--- config.mk ---
export PLATFORM = sky130hd
export DESIGN_NAME = tty_writer_flat
export DESIGN_NICKNAME = d
export VERILOG_FILES = /design/src/rtl/tty_writer_if.sv /design/src/rtl/tty_writer.sv /design/src/flat_wrapper.sv
export SDC_FILE = /design/constraint.sdc
export NUM_CORES = 1
export LEC_CHECK = 0
export ABC_CLOCK_PERIOD_IN_PS = 3500
export BUFFER_PORTS_ARGS = -buffer_cell sky130_fd_sc_hd__buf_4
export CORE_MARGIN = 2
export CORE_UTILIZATION = 57
export CTS_BUF_LIST = sky130_fd_sc_hd__clkbuf_2
export CTS_CLUSTER_DIAMETER = 60
export CTS_CLUSTER_SIZE = 24
export DETAILED_ROUTE_END_ITERATION = 16
export PLACE_DENSITY = 0.79
export SETUP_SLACK_MARGIN = 0.4
export SLEW_MARGIN = 20
export SYNTH_ARGS = -nofsm -noshare
export SYNTH_HDL_FRONTEND = slang
export SYNTH_SLANG_ARGS = --single-unit
--- constraint.sdc ---
create_clock -name clock -period 3.5 [get_ports clock]
set_clock_uncertainty 0.15 [all_clocks]
set_input_delay 0.175 -clock clock [delete_from_list [all_inputs] [get_ports clock]]
set_output_delay 0.175 -clock clock [all_outputs]
set_load 0.02 [all_outputs]
--- src/rtl/tty_writer_if.sv ---
// Byte-stream and memory-port bundle for tty_writer.
// The slave modport is the writer side: it accepts the byte stream and
// drives the memory port. The master modport is the opposite side.
interface tty_writer_if;
  // Byte stream.
  logic [7:0]  in_data;
  logic        in_valid;
  logic        in_ready;
  logic [7:0]  attr;
  // Memory port.
  logic [15:0] address;
  logic [7:0]  data_i;
  logic [7:0]  data_o;
  logic        we;

  modport slave (
    input  in_data, in_valid, attr, data_i,
    output in_ready, address, data_o, we
  );

  modport master (
    output in_data, in_valid, attr, data_i,
    input  in_ready, address, data_o, we
  );
endinterface

--- src/rtl/tty_writer.sv ---
// Character-stream writer for an 80x25 char/attribute text buffer.
// Takes bytes over valid/ready, handles CR/LF/BS/FF, writes printable
// characters at a hardware cursor and scrolls by copying rows in place.
// Memory-port outputs and in_ready are registered from the current state,
// so every bus action appears one cycle after the state that issues it.
module tty_writer #(
  parameter logic [15:0] BASE    = 16'hF000,
  parameter int unsigned COLS    = 80,
  parameter int unsigned ROWS    = 25,
  parameter logic [7:0]  BLANK   = 8'h20,
  parameter bit          CLR_RST = 1'b1
) (
  input  logic         clock,
  input  logic         reset_n,
  tty_writer_if.slave  bus,
  output logic [6:0]   cur_x,
  output logic [4:0]   cur_y,
  output logic         busy
);

  typedef enum logic [3:0] {
    StClr, StIdle, StPutC, StPutA, StScrRd, StScrWt, StScrWr, StFillC, StFillA
  } state_e;

  localparam state_e      ResetState = CLR_RST ? StClr : StIdle;
  localparam logic [11:0] ScreenLast = 12'(2 * COLS * ROWS - 1);
  localparam logic [11:0] CopyLast   = 12'(2 * COLS * (ROWS - 1) - 1);
  localparam logic [11:0] RowLast    = 12'(2 * COLS - 1);
  localparam logic [15:0] RowBytes   = 16'(2 * COLS);
  localparam logic [15:0] LastRowOff = 16'(2 * COLS * (ROWS - 1));
  localparam logic [6:0]  XLast      = 7'(COLS - 1);
  localparam logic [4:0]  YLast      = 5'(ROWS - 1);

  state_e      state_q, state_d;
  logic [11:0] idx_q, idx_d;
  logic [6:0]  x_q, x_d;
  logic [4:0]  y_q, y_d;
  logic [7:0]  char_q, char_d;
  logic [7:0]  attr_q, attr_d;
  logic [15:0] address_q, address_d;
  logic [7:0]  data_q, data_d;
  logic        we_q, we_d;
  logic        ready_q, ready_d;

  logic        take;
  logic [15:0] cell_addr;

  // in_ready is only ever high while the FSM sits in IDLE.
  assign take      = bus.in_valid && ready_q && (state_q == StIdle);
  assign cell_addr = BASE + ((16'(y_q) * 16'(COLS) + 16'(x_q)) << 1);

  // Next-state, cursor and registered bus outputs.
  always_comb begin
    state_d   = state_q;
    idx_d     = idx_q;
    x_d       = x_q;
    y_d       = y_q;
    char_d    = char_q;
    attr_d    = attr_q;
    address_d = address_q;
    data_d    = data_q;
    we_d      = 1'b0;
    ready_d   = 1'b0;

    unique case (state_q)
      StClr: begin
        address_d = BASE + 16'(idx_q);
        data_d    = idx_q[0] ? attr_q : BLANK;
        we_d      = 1'b1;
        // Cell 0 writes BLANK, so attr can be latched here for the odd bytes.
        if (idx_q == 12'd0) attr_d = bus.attr;
        idx_d = idx_q + 12'd1;
        if (idx_q == ScreenLast) begin
          idx_d   = 12'd0;
          x_d     = 7'd0;
          y_d     = 5'd0;
          state_d = StIdle;
        end
      end

      StIdle: begin
        ready_d = !take;
        if (take) begin
          attr_d = bus.attr;
          char_d = bus.in_data;
          case (bus.in_data)
            8'h0D: x_d = 7'd0;
            8'h0A: begin
              if (y_q != YLast) begin
                y_d = y_q + 5'd1;
              end else begin
                idx_d   = 12'd0;
                state_d = StScrRd;
              end
            end
            8'h08: if (x_q != 7'd0) x_d = x_q - 7'd1;
            8'h0C: begin
              idx_d   = 12'd0;
              state_d = StClr;
            end
            default: state_d = StPutC;
          endcase
        end
      end

      StPutC: begin
        address_d = cell_addr;
        data_d    = char_q;
        we_d      = 1'b1;
        state_d   = StPutA;
      end

      StPutA: begin
        address_d = cell_addr + 16'd1;
        data_d    = attr_q;
        we_d      = 1'b1;
        state_d   = StIdle;
        if (x_q != XLast) begin
          x_d = x_q + 7'd1;
        end else begin
          x_d = 7'd0;
          if (y_q != YLast) begin
            y_d = y_q + 5'd1;
          end else begin
            idx_d   = 12'd0;
            state_d = StScrRd;
          end
        end
      end

      StScrRd: begin
        address_d = BASE + RowBytes + 16'(idx_q);
        state_d   = StScrWt;
      end

      // Read data returns one cycle after the address is on the bus.
      StScrWt: state_d = StScrWr;

      StScrWr: begin
        address_d = BASE + 16'(idx_q);
        data_d    = bus.data_i;
        we_d      = 1'b1;
        if (idx_q == CopyLast) begin
          idx_d   = 12'd0;
          state_d = StFillC;
        end else begin
          idx_d   = idx_q + 12'd1;
          state_d = StScrRd;
        end
      end

      StFillC: begin
        address_d = BASE + LastRowOff + 16'(idx_q);
        data_d    = BLANK;
        we_d      = 1'b1;
        if (idx_q == 12'd0) attr_d = bus.attr;
        idx_d   = idx_q + 12'd1;
        state_d = StFillA;
      end

      StFillA: begin
        address_d = BASE + LastRowOff + 16'(idx_q);
        data_d    = attr_q;
        we_d      = 1'b1;
        if (idx_q == RowLast) begin
          idx_d   = 12'd0;
          x_d     = 7'd0;
          y_d     = YLast;
          state_d = StIdle;
        end else begin
          idx_d   = idx_q + 12'd1;
          state_d = StFillC;
        end
      end

      default: state_d = ResetState;
    endcase
  end

  // State, cursor and output registers; reset aborts any operation at once.
  always_ff @(posedge clock or negedge reset_n) begin
    if (!reset_n) begin
      state_q   <= ResetState;
      idx_q     <= 12'd0;
      x_q       <= 7'd0;
      y_q       <= 5'd0;
      char_q    <= 8'h00;
      attr_q    <= 8'h00;
      address_q <= BASE;
      data_q    <= 8'h00;
      we_q      <= 1'b0;
      ready_q   <= 1'b0;
    end else begin
      state_q   <= state_d;
      idx_q     <= idx_d;
      x_q       <= x_d;
      y_q       <= y_d;
      char_q    <= char_d;
      attr_q    <= attr_d;
      address_q <= address_d;
      data_q    <= data_d;
      we_q      <= we_d;
      ready_q   <= ready_d;
    end
  end

  assign bus.address  = address_q;
  assign bus.data_o   = data_q;
  assign bus.we       = we_q;
  assign bus.in_ready = ready_q;
  assign cur_x        = x_q;
  assign cur_y        = y_q;
  assign busy         = (state_q != StIdle);

endmodule

--- src/flat_wrapper.sv ---
// flat-port wrapper written by rule: the top's interface ports become plain ports
module tty_writer_flat 
#(
  parameter logic [15:0] BASE    = 16'hF000,
  parameter int unsigned COLS    = 80,
  parameter int unsigned ROWS    = 25,
  parameter logic [7:0]  BLANK   = 8'h20,
  parameter bit          CLR_RST = 1'b1
)
  (clock, reset_n, cur_x, cur_y, busy, bus_in_data, bus_in_valid, bus_attr, bus_data_i, bus_in_ready, bus_address, bus_data_o, bus_we);
  tty_writer_if bus_i ();
  input  logic clock;
  input  logic reset_n;
  output logic [6:0] cur_x;
  output logic [4:0] cur_y;
  output logic busy;
  input wire logic [$bits(bus_i.in_data)-1:0] bus_in_data;
  input wire logic [$bits(bus_i.in_valid)-1:0] bus_in_valid;
  input wire logic [$bits(bus_i.attr)-1:0] bus_attr;
  input wire logic [$bits(bus_i.data_i)-1:0] bus_data_i;
  output wire logic [$bits(bus_i.in_ready)-1:0] bus_in_ready;
  output wire logic [$bits(bus_i.address)-1:0] bus_address;
  output wire logic [$bits(bus_i.data_o)-1:0] bus_data_o;
  output wire logic [$bits(bus_i.we)-1:0] bus_we;
  assign bus_i.in_data = bus_in_data;
  assign bus_i.in_valid = bus_in_valid;
  assign bus_i.attr = bus_attr;
  assign bus_i.data_i = bus_data_i;
  assign bus_in_ready = bus_i.in_ready;
  assign bus_address = bus_i.address;
  assign bus_data_o = bus_i.data_o;
  assign bus_we = bus_i.we;
  tty_writer #(.BASE(BASE), .COLS(COLS), .ROWS(ROWS), .BLANK(BLANK), .CLR_RST(CLR_RST)) u_core (.clock(clock), .reset_n(reset_n), .bus(bus_i), .cur_x(cur_x), .cur_y(cur_y), .busy(busy));
endmodule
==> results of run 1 <==
==> stage by stage <==
stage	utilization, %	setup WS (ps)	instance area (um^2)	std cells
6_report	69.5	561	5630	700
4_1_cts	69.5	576	5630	700
2_1_floorplan	-	710	4670	503
3_3_place_gp	64.5	714	5220	658
5_1_grt	69.5	461	5630	700
3_5_place_dp	64.5	603	5220	658
==> sequential cells by signal (all words and copies together), names as in the netlist <==
name                 flops
u_core.bus.data_o        8
u_core.attr_q            8
u_core.bus.address      15
u_core.char_q            8
u_core.idx_q            12
u_core.cur_y             5
u_core.state_q           4
u_core.bus.in_ready      1
u_core.cur_x             7
u_core.bus.we            1
==> cell families (layout without fill, tap and decap cells) <==
group                    Yosys count  count (layout)  synth area share [%]
flip-flops                        69              69                  37.0
multiplexers                      27              27                  6.43
other                              1               1                0.0803
AO/OA/AOI/OAI                    147             147                  22.6
AND/OR/NAND/NOR                  183             183                  21.0
XOR/XNOR                          10              10                  1.88
adder cells (fa/ha/maj)           23              23                  6.48
buffers and inverters             43             135                  4.42
==> layout by cell type, fill, tap and decap left out, drive strengths merged, types with 3 or more instances in the layout <==
| master | netlist | final |
|---|---|---|
| mux2 | 24 | 24 |
| dlygate4sd3 | 0 | 26 |
| a21o | 12 | 12 |
| and2 | 4 | 4 |
| a31oi | 5 | 5 |
| a211o | 4 | 4 |
| nor3 | 16 | 16 |
| o211ai | 3 | 3 |
| nor3b | 4 | 4 |
| or3 | 4 | 4 |
| nor2b | 10 | 10 |
| clkbuf | 9 | 9 |
| nand2b | 5 | 5 |
| dfstp | 3 | 3 |
| dfrtp | 66 | 66 |
| nand2 | 34 | 34 |
| o21ai | 35 | 35 |
| nor4b | 3 | 3 |
| xor2 | 6 | 6 |
| inv | 18 | 19 |
| o2bb2ai | 3 | 3 |
| a22o | 10 | 10 |
| xnor2 | 4 | 4 |
| nor2 | 53 | 53 |
| a31o | 4 | 4 |
| a22oi | 4 | 4 |
| a21oi | 23 | 23 |
| mux2i | 3 | 3 |
| o22ai | 6 | 6 |
| ha | 21 | 21 |
| clkinv | 1 | 4 |
| and3 | 13 | 13 |
| a221o | 7 | 7 |
| a221oi | 10 | 10 |
| o31a | 3 | 3 |
| nand3 | 21 | 21 |
| buf | 15 | 74 |
| nand4 | 4 | 4 |
==> area by class of cell <==
type / count / area [um^2] / share of cell area [%]
multi-input combinational: 391 / 2730 / 48.6
sequential: 69 / 1730 / 30.8
timing repair buffer: 100 / 816 / 14.5
tap: 105 / 131 / 2.33
clock inverter: 7 / 98.8 / 1.76
inverter: 19 / 71.3 / 1.27
clock buffer: 9 / 45.0 / 0.801
==> worst paths after layout <==
check                                           start                     end  slack [ps]  cells after the start
worst max-delay path                  u_core.cur_y[1]  u_core.bus.address[13]         560                     10
worst min-delay path                          reset_n   u_core.bus.address[8]         110                      2
worst max register to register        u_core.cur_y[1]  u_core.bus.address[13]         560                     10
worst min register to register  u_core.bus.address[2]   u_core.bus.address[2]         370                      2
max in group asynchronous                     reset_n        u_core.attr_q[7]        2490                      2
min in group clock                        bus_attr[6]        u_core.attr_q[6]         230                      3
==> worst register-to-register path, cell delays in order, from the launching register on <==
cell,delay [ps]
dfrtp_1,510
ha_1,330
ha_1,230
fa_1,550
nand2_1,80
nor2_1,200
a32o_1,200
a21oi_1,60
ha_1,290
nor2_1,40
a211o_1,270
==> power by group through the flow <==
stage | clock network (uW) | registers (uW) | logic [uW]
global route | 616 | 1380 | 2310
CTS | 579 | 1340 | 2090
global placement | 0 | 1340 | 2020
detailed placement | 0 | 1360 | 2060
floorplan | 0 | 1440 | 1320
finish | 573 | 1350 | 2130
==> routing by layer <==
layer | track usage, % | vias to the layer above | routed length (um)
met3 | 5.43 | 26 | 898
met4 | 10.6 | 0 | 237
met2 | 51.1 | 225 | 6680
met5 | 0 | - | 0
li1 | - | 2047 | -
met1 | 38.6 | 2160 | 5280
==> key figures, run 1 <==
Detailed routing
  • DRC violations left: 0
  • Initial drt markers: 350
  • DRT antenna net count: 0
  • Via Count: between 4k and 5k
  • WL/cell: roughly 19 um
  • Wirelength, routed: 13100 um
  • DR vias/cell: ~6.4
  • Drt pass-1 iters: 6

Critical path
  • Top delay family on crit path: adder cells
  • Crit path launch type: register
  • CP endpoint kind: register
  • CP bufs+invs: 0
  • Required @ worst endpoint: slightly below 4000 ps
  • Worst-path cell chain: ha_1 -> ha_1 -> fa_1 -> nand2_1 -> nor2_1 -> a32o_1 -> a21oi_1 -> ha_1 -> nor2_1 -> a211o_1
  • Crit Path Max Fanout: 7
  • Critical path's slowest cell: fa_1
  • Worst Path Arrival: about 3300 ps
  • CP dominant cell by count: ha_1
  • Crit-path max cell delay: 550 ps
  • Critical path class: reg2reg

Timing
  • Hold WS: 114 ps
  • Slew headroom: between 30% and 40%
  • RSZ-0062 raised after global routing: false
  • Setup TNS: 0 ps
  • # setup viols final: 0
  • Fin crit period: 2940 ps
  • Post-route clock period utilization: about 84%
  • Least-Margin Pin Slew: just over 900 ps
  • Fmax: approximately 340 MHz
  • Fin. Hold Viols: 0
  • Pins Over Slew Limit: 0

Placement
  • IO Port Bufs: 65
  • DP HPWL: between 8000 and 9000 um
  • Global placement routability congestion: 0.920

Cells and area
  • Area grow syn2layout: 20.5%
  • Nets: 640
  • Antenna Diode Count: 0
  • Share of cells above drive strength 1: between 20% and 30%
  • Number of fillers in the final layout: between 600 and 700

Floorplan
  • Core area: roughly 0.008 mm^2
  • Die area: slightly below 0.009 mm^2
  • Die X: around 95 um
  • Number of I/O pins: 66
  • Row Count: 33
  • Die H: about 95 um
  • Starting density of the core: 57.7%

Yosys
  • Share of the synthesized area in the top cell type: a little over a third
  • Total number of yosys warnings: 0
  • Avg Synthesized Cell Area: slightly above 9 um^2
  • Flop and latch count out of synthesis: a little under 70
  • Cells after Synth: roughly 500
  • Ys flop type: dfrtp_1
  • Seq/Total Area, Yosys: a little under two fifths
  • Synth area leader: dfrtp_1
  • Top-count cell post-synth: dfrtp_1
  • Post-synth EDFFs: 0
  • Synthesized area: about 0.0047 mm^2
  • Synthesized Nets: 553
  • Asr flop ratio synth: 100%
  • Synth cell types: 76
  • Dominant cells by area after synthesis: dfrtp_1 (35%), mux2_2 (5.8%), ha_1 (5.6%)
  • Synth top cells by count: dfrtp_1 (66), nor2_1 (53), nand2_1 (34)

Pwr
  • Combinational power share: approximately 53%
  • Power density over the cells: 719 mW/mm^2
  • Peak supply drop: 0.478 mV
  • Net Sw Frac: roughly 45%
  • Leakage Power: 0.00261 uW
  • Switching power of the nets: ~1800 uW
  • Tot Pwr: between 4000 and 5000 uW
  • Cell Int Power: between 2000 and 2500 uW
  • Clock Power Share: 14.2%
  • Seq pwr share: between 30% and 40%

Global routing
  • Vias in the first global route: around 4.3k
  • First-pass GRT wire length: approximately 21000 um
  • Gr usage total: between 30% and 40%
  • Pin count of the biggest net entering global routing: 70
  • Total gr overflow: 0
  • Initial antenna violation count: 0

CTS
  • Post-CTS setup buffer count: 0
  • Worst-Skew Late Latency: 550 ps
  • CTS resizes: 0
  • CTS tree: built
  • Clk sinks: 69
  • Post-CTS Hold Buffers: 26
  • Htree depth: 3
  • CTS Buf Count: 9
  • Clock Tree Root: clkbuf_2
  • Clock-pin slew on the worst setup and hold paths: approximately 220 ps
  • Max Buffers Root-to-Sink: 2

Flow run
  • Max-cap violations: 0

Worst hold path
  • Worst min path class: in2async

Outcome
  • Status: completed
Power figures use the tool's default switching activity.
==> run 2: changes to the inputs <==
Settings changed: ABC_CLOCK_PERIOD_IN_PS 3500 to 2800.
Clock period 3.5 ns to 2.8 ns, I/O delays scaled along.
==> run 2 against run 1 <==
Net effect: final cell count up 7.1%; global-route usage up 1.9 points; routed wire length up 14%; largest cell class unchanged.
==> key figures, run 2 (synthesis gave the netlist of run 1 again) <==
Outcome
  • Status: completed

Pwr
  • Net Sw Frac: 45.3% (+0.27 points)
  • Leakage Power: 0.00285 uW (+9.3%)
  • Seq pwr share: 28.5% (-4.8 points)
  • Peak supply drop: 0.628 mV (+31%)
  • Tot Pwr: 5670 uW (+40%)
  • Power density over the cells: 911 mW/mm^2 (+27%)
  • Switching power of the nets: 2570 uW (+41%)
  • Clock Power Share: 11.8% (-2.4 points)
  • Cell Int Power: 3100 uW (+39%)
  • Combinational power share: 59.7% (+7.2 points)

Critical path
  • CP dominant cell by count: ha_4
  • Reg-to-reg slack, setup: 130 ps (-430 ps)
  • Crit Path Max Fanout: 2 (-5)
  • Critical path's slowest cell: fa_2
  • Top delay family on crit path: adder cells
  • Worst-path cell chain: ha_4 -> ha_4 -> fa_2 -> nand2_2 -> nor3_2 -> a22o_1 -> a21oi_2 -> ha_1 -> nor2_1 -> a211o_1
  • Crit path launch type: register
  • CP endpoint kind: register
  • Critical path class: reg2reg
  • Worst Path Arrival: 3030 ps (-260 ps)
  • Crit-path max cell delay: 540 ps (about the same)
  • Required @ worst endpoint: 3160 ps (-690 ps)
  • CP bufs+invs: 0 (unchanged)

Cells and area
  • Footprint of the multi-input gates: 0.00295 mm^2 (+7.9%)
  • Most frequent cells in the layout: buf_4 (117), nor2_1 (52), dfrtp_1 (51)
  • Register area: 0.00175 mm^2 (+1.1%)
  • Most common cell after layout, fill and taps aside: buf_4
  • Area grow syn2layout: 33.3%
  • Max reg flops: 15 (unchanged)
  • Share of cells above drive strength 1: 35.7% (+12 points)
  • Number of fillers in the final layout: 545 (-12%)
  • Post-Layout Cell Count: 750 (+7.1%)
  • Nets: 690 (+7.8%)
  • Antenna Diode Count: 0 (unchanged)

Floorplan
  • Starting density of the core: 57.7% (unchanged)
  • Die X: 94.5 um (unchanged)
  • Die area: 0.00893 mm^2 (unchanged)
  • Row Count: 33 (unchanged)
  • Number of I/O pins: 66 (unchanged)
  • Core area: 0.00809 mm^2 (unchanged)
  • Die H: 94.5 um (unchanged)

CTS
  • CTS tree: built
  • Htree depth: 3 (unchanged)
  • Clock Tree Root: clkbuf_2
  • Clk sinks: 69 (unchanged)
  • Clock-pin slew on the worst setup and hold paths: 240 ps (+20 ps)
  • Worst-Skew Late Latency: 560 ps (about the same)
  • Max Buffers Root-to-Sink: 2 (unchanged)
  • CTS Buf Count: 9 (unchanged)

Detailed routing
  • Max Used Layer: met4
  • DR vias/cell: 6.46 (+1.4%)
  • WL met3: 1060 um (+17%)
  • Met2 routed WL: 7620 um (+14%)
  • Wirelength, routed: 14900 um (+14%)
  • WL/cell: 19.9 um (+6.5%)
  • Via Count: 4843 (+8.6%)
  • DRC violations left: 0 (unchanged)
  • Wl on met1: 5820 um (+10%)
  • Initial drt markers: 504 (+44%)
  • Drt pass-1 iters: 6 (unchanged)
  • DRT antenna net count: 0 (unchanged)

Global routing
  • First-pass GRT wire length: 22100 um (+5.6%)
  • Initial antenna violation count: 0 (unchanged)
  • Gr usage total: 32.0% (+1.9 points)
  • Pin count of the biggest net entering global routing: 70 (unchanged)
  • Vias in the first global route: 4451 (+4.2%)
  • Total gr overflow: 0 (unchanged)

Placement
  • Placed cell count: 678 (+3.0%)
  • DP HPWL: 9280 um (+3.8%)
  • Global placement routability congestion: 0.971 (+5.5%)
  • IO Port Bufs: 65 (unchanged)

Timing
  • RSZ-0062 raised after global routing: true
  • Pins Over Slew Limit: 0 (unchanged)
  • Post-route clock period utilization: 95.5% (+12 points)
  • Fin. Hold Viols: 0 (unchanged)
  • Least-Margin Pin Slew: 910 ps (-7.36 ps)
  • Fmax: 374 MHz (+9.9%)
  • Slew headroom: 39.3% (+0.49 points)
  • # setup viols final: 0 (unchanged)
  • Fin crit period: 2670 ps (-266 ps)
  • Setup TNS: 0 ps (unchanged)
  • Hold WS: 50.3 ps (-64.1 ps)

Flow run
  • Max-cap violations: 0 (unchanged)

Worst hold path
  • Worst min path class: in2async
[run 2: layer usage]
layer,global-route usage (%),up-vias
li1,-,2147
met1,41.6,2341
met2,54.3,300
met3,5.67,55
met4,10.3,0
met5,0,-
[run 2: repair_timing]
item / 4_1_cts / 5_1_grt
pin swaps: 14 / 13
hold endpoints to repair: 99 / 0
cloned: 0 / 2
setup endpoints to repair: 22 / 35
setup buffers: 14 / 14
resized for setup: 10 / 35
hold buffers: 26 / 0
[run 2: final timing paths]
| check | startpoint | end | cells after the start |
|---|---|---|---|
| max in group asynchronous | reset_n | u_core.cur_x[0] | 2 |
| hold / removal | reset_n | u_core.cur_x[3] | 2 |
| setup / recovery | u_core.cur_y[1] | u_core.bus.address[13] | 10 |
| hold reg to reg | u_core.bus.address[4] | u_core.bus.address[4] | 2 |
| min in group clock | bus_attr[4] | u_core.attr_q[4] | 3 |
| setup reg to reg | u_core.cur_y[1] | u_core.bus.address[13] | 10 |
[run 2: layout make-up]
cell class / count / share of cell area [%]
Clock inverter: 7 / 1.31
Clock buffer: 9 / 0.723
Timing Repair Buffer: 149 / 19.3
Multi-Input combinational cell: 392 / 47.4
Sequential cell: 69 / 28.1
Tap cell: 105 / 2.11
Inverter: 19 / 1.15
[run 2: power groups by stage]
stage,logic (uW),clock network [uW],registers (uW)
after floorplan,1680,0,1800
after global placement,2730,0,1630
final,3390,669,1620
after CTS,2930,662,1610
after global routing,3600,720,1650
after detailed placement,2780,0,1650
[run 2: worst register-to-register path, stage by stage (launching register included)]
cell     delay [ps]
dfrtp_2         490
ha_4            250
ha_4            160
fa_2            540
nand2_2          70
nor3_2          190
a22o_1          170
a21oi_2          70
ha_1            280
nor2_1           40
a211o_1         220
[run 2: stage by stage]
step                      instance area, um^2  utilization (%)  worst slack (ps)
after floorplan                          4730                -               401
after global routing                     6230             76.9              74.4
after global placement                   5430             67.1               158
after detailed placement                 5430             67.1              62.3
after CTS                                5960             73.6               151
final                                    6230             76.9               127
==> run 3: changes to the inputs <==
Settings changed: CORE_UTILIZATION 57 to 45, PLACE_DENSITY 0.79 to 0.65, SETUP_SLACK_MARGIN 0.4 to unset.
==> run 3 against run 2 <==
Net effect: sequential power is essentially flat; combinational power shrank 15%; maximum frequency shrank 1.5%; worst setup slack lost 40 ps; final cell count grew 1.3%; sequential share of layout area grew 1.3 points; via count shrank 9.4%; critical path depth is the same; routed wire length shrank 13%; non-clock buffer count shrank 20; power shrank 9.9%; critical path type unchanged; largest power group unchanged.
==> key figures, run 3 (synthesis gave the netlist of run 1 again) <==
Outcome
  • Status: completed

Timing
  • Hold WS: 67.7 ps (+17.4 ps)
  • Post-route clock period utilization: 96.9% (+1.4 points)
  • Fin crit period: 2710 ps (+40.0 ps)
  • Least-Margin Pin Slew: 902 ps (-8.11 ps)
  • Fin. Hold Viols: 0 (unchanged)
  • Slew headroom: 39.9% (+0.54 points)
  • # setup viols final: 0 (unchanged)
  • Fmax: 369 MHz (-1.5%)
  • Pins Over Slew Limit: 0 (unchanged)
  • RSZ-0062 raised after global routing: true

CTS
  • Htree depth: 3 (unchanged)
  • Max Buffers Root-to-Sink: 2 (unchanged)
  • Clock Tree Root: clkbuf_2
  • Clock-pin slew on the worst setup and hold paths: 220 ps (-20 ps)
  • CTS tree: built
  • Worst-Skew Late Latency: 550 ps (about the same)
  • CTS Buf Count: 9 (unchanged)
  • Clk sinks: 69 (unchanged)

Cells and area
  • Most common cell after layout, fill and taps aside: buf_4
  • Most frequent cells in the layout: buf_4 (103), dfrtp_1 (66), nor2_1 (52)
  • Antenna Diode Count: 0 (unchanged)
  • Max reg flops: 15 (unchanged)
  • Nets: 669 (-3.0%)
  • Share of cells above drive strength 1: 27.7% (-7.9 points)
  • Number of fillers in the final layout: 944 (+73%)
  • Fin util: 57.8% (-19 points)
  • Area grow syn2layout: 26.0%

Placement
  • DP HPWL: 9470 um (+2.0%)
  • IO Port Bufs: 65 (unchanged)
  • Global placement routability congestion: 0.862 (-11%)

Critical path
  • Worst Path Arrival: 3070 ps (+40 ps)
  • Worst-path cell chain: ha_1 -> ha_2 -> fa_2 -> nand2_2 -> nor3_2 -> a22o_1 -> a21oi_2 -> ha_1 -> nor2_1 -> a211o_1
  • CP bufs+invs: 0 (unchanged)
  • Crit path launch type: register
  • Crit-path max cell delay: 560 ps (+20 ps)
  • Required @ worst endpoint: 3150 ps (about the same)
  • Top delay family on crit path: adder cells
  • Critical path class: reg2reg
  • Crit Path Max Fanout: 2 (unchanged)
  • CP endpoint kind: register
  • CP dominant cell by count: ha_1
  • Critical path's slowest cell: fa_2

Detailed routing
  • Wirelength, routed: 13100 um (-13%)
  • Met2 routed WL: 6360 um (-17%)
  • WL met3: 649 um (-38%)
  • Via Count: 4386 (-9.4%)
  • Wl on met1: 5830 um (+0.28%)
  • WL/cell: 17.2 um (-14%)
  • DRC violations left: 0 (unchanged)
  • DRT antenna net count: 0 (unchanged)
  • DR vias/cell: 5.77 (-11%)
  • Initial drt markers: 280 (-44%)
  • Drt pass-1 iters: 5 (-1)
  • Max Used Layer: met4

Global routing
  • Gr usage total: 24.3% (-7.7 points)
  • Initial antenna violation count: 0 (unchanged)
  • Vias in the first global route: 4275 (-4.0%)
  • First-pass GRT wire length: 21500 um (-2.5%)
  • Total gr overflow: 0 (unchanged)
  • Pin count of the biggest net entering global routing: 70 (unchanged)

Pwr
  • Switching power of the nets: 2290 uW (-11%)
  • Leakage Power: 0.00274 uW (-3.9%)
  • Clock Power Share: 12.5% (+0.7 points)
  • Cell Int Power: 2830 uW (-8.9%)
  • Power density over the cells: 869 mW/mm^2 (-4.6%)
  • Peak supply drop: 0.461 mV (-27%)
  • Tot Pwr: 5110 uW (-9.9%)
  • Combinational power share: 56.3% (-3.4 points)
  • Seq pwr share: 31.2% (+2.7 points)
  • Net Sw Frac: 44.7% (-0.58 points)

Floorplan
  • Die X: 106 um (+12%)
  • Die area: 0.0112 mm^2 (+25%)
  • Die H: 106 um (+12%)
  • Starting density of the core: 45.9% (-12 points)
  • Number of I/O pins: 66 (unchanged)
  • Row Count: 37 (+12%)
  • Core area: 0.0102 mm^2 (+26%)

Worst hold path
  • Worst min path class: in2async

Flow run
  • Max-cap violations: 0 (unchanged)
## run 3: changes by cell type in the layout (fill, tap and decap cells not counted), moves of 3 or more
| cell | delta |
|---|---|
| ha_4 | -4 |
| ha_1 | +4 |
| buf_6 | -5 |
| nand3_2 | -3 |
| buf_4 | -14 |
| nand3_1 | +3 |
| dfrtp_1 | +15 |
| dfrtp_2 | -15 |
## run 3: worst paths after layout
check	from	endpoint	slack, ps	cells after the start
setup / recovery	u_core.cur_y[3]	u_core.bus.address[13]	90	10
hold / removal	reset_n	u_core.bus.address[8]	70	2
setup reg to reg	u_core.cur_y[3]	u_core.bus.address[13]	90	10
hold reg to reg	u_core.bus.address[4]	u_core.bus.address[4]	360	2
max in group asynchronous	reset_n	u_core.bus.address[4]	1850	2
min in group clock	bus_attr[6]	u_core.attr_q[6]	190	3
## run 3: area by class of cell
class,count,area [um^2],share of cell area [%]
Multi-Input combinational cell,391,2750,46.8
Sequential cell,69,1730,29.4
Tap cell,136,170,2.89
Clock inverter,7,80.1,1.36
Clock buffer,9,45.0,0.766
Inverter,19,71.3,1.21
Timing Repair Buffer,129,1030,17.6
## run 3: routing by layer
layer,global-route usage [%],vias to the layer above
met5,0,-
met4,7.33,0
met3,4.45,18
met2,39.6,139
met1,32.9,2121
li1,-,2108
## run 3: power by group through the flow
stage	clock (uW)	combinational (uW)	sequential (uW)
floorplan	0	1650	1790
global placement	0	2790	1610
detailed placement	0	2820	1620
CTS	650	2860	1600
global route	706	3160	1640
finish	639	2880	1600
## run 3: metrics by stage
step | setup WS [ps] | setup TNS [ps] | instance area (um^2) | instances
floorplan | 10.0 | 0 | 4670 | 503
global placement | 110 | 0 | 5460 | 716
detailed placement | 30.6 | 0 | 5460 | 716
CTS | 21.8 | 0 | 5850 | 758
global route | -14.2 | -14.2 | 5880 | 760
finish | 86.9 | 0 | 5880 | 760
## run 3: timing repair
| action | 4_1_cts | 5_1_grt |
|---|---|---|
| setup buffers | 0 | 2 |
| setup endpoints to repair | 1 | 3 |
| pin swaps | 0 | 10 |
| resized for setup | 1 | 5 |
| hold buffers | 26 | 0 |
| hold endpoints to repair | 97 | 0 |
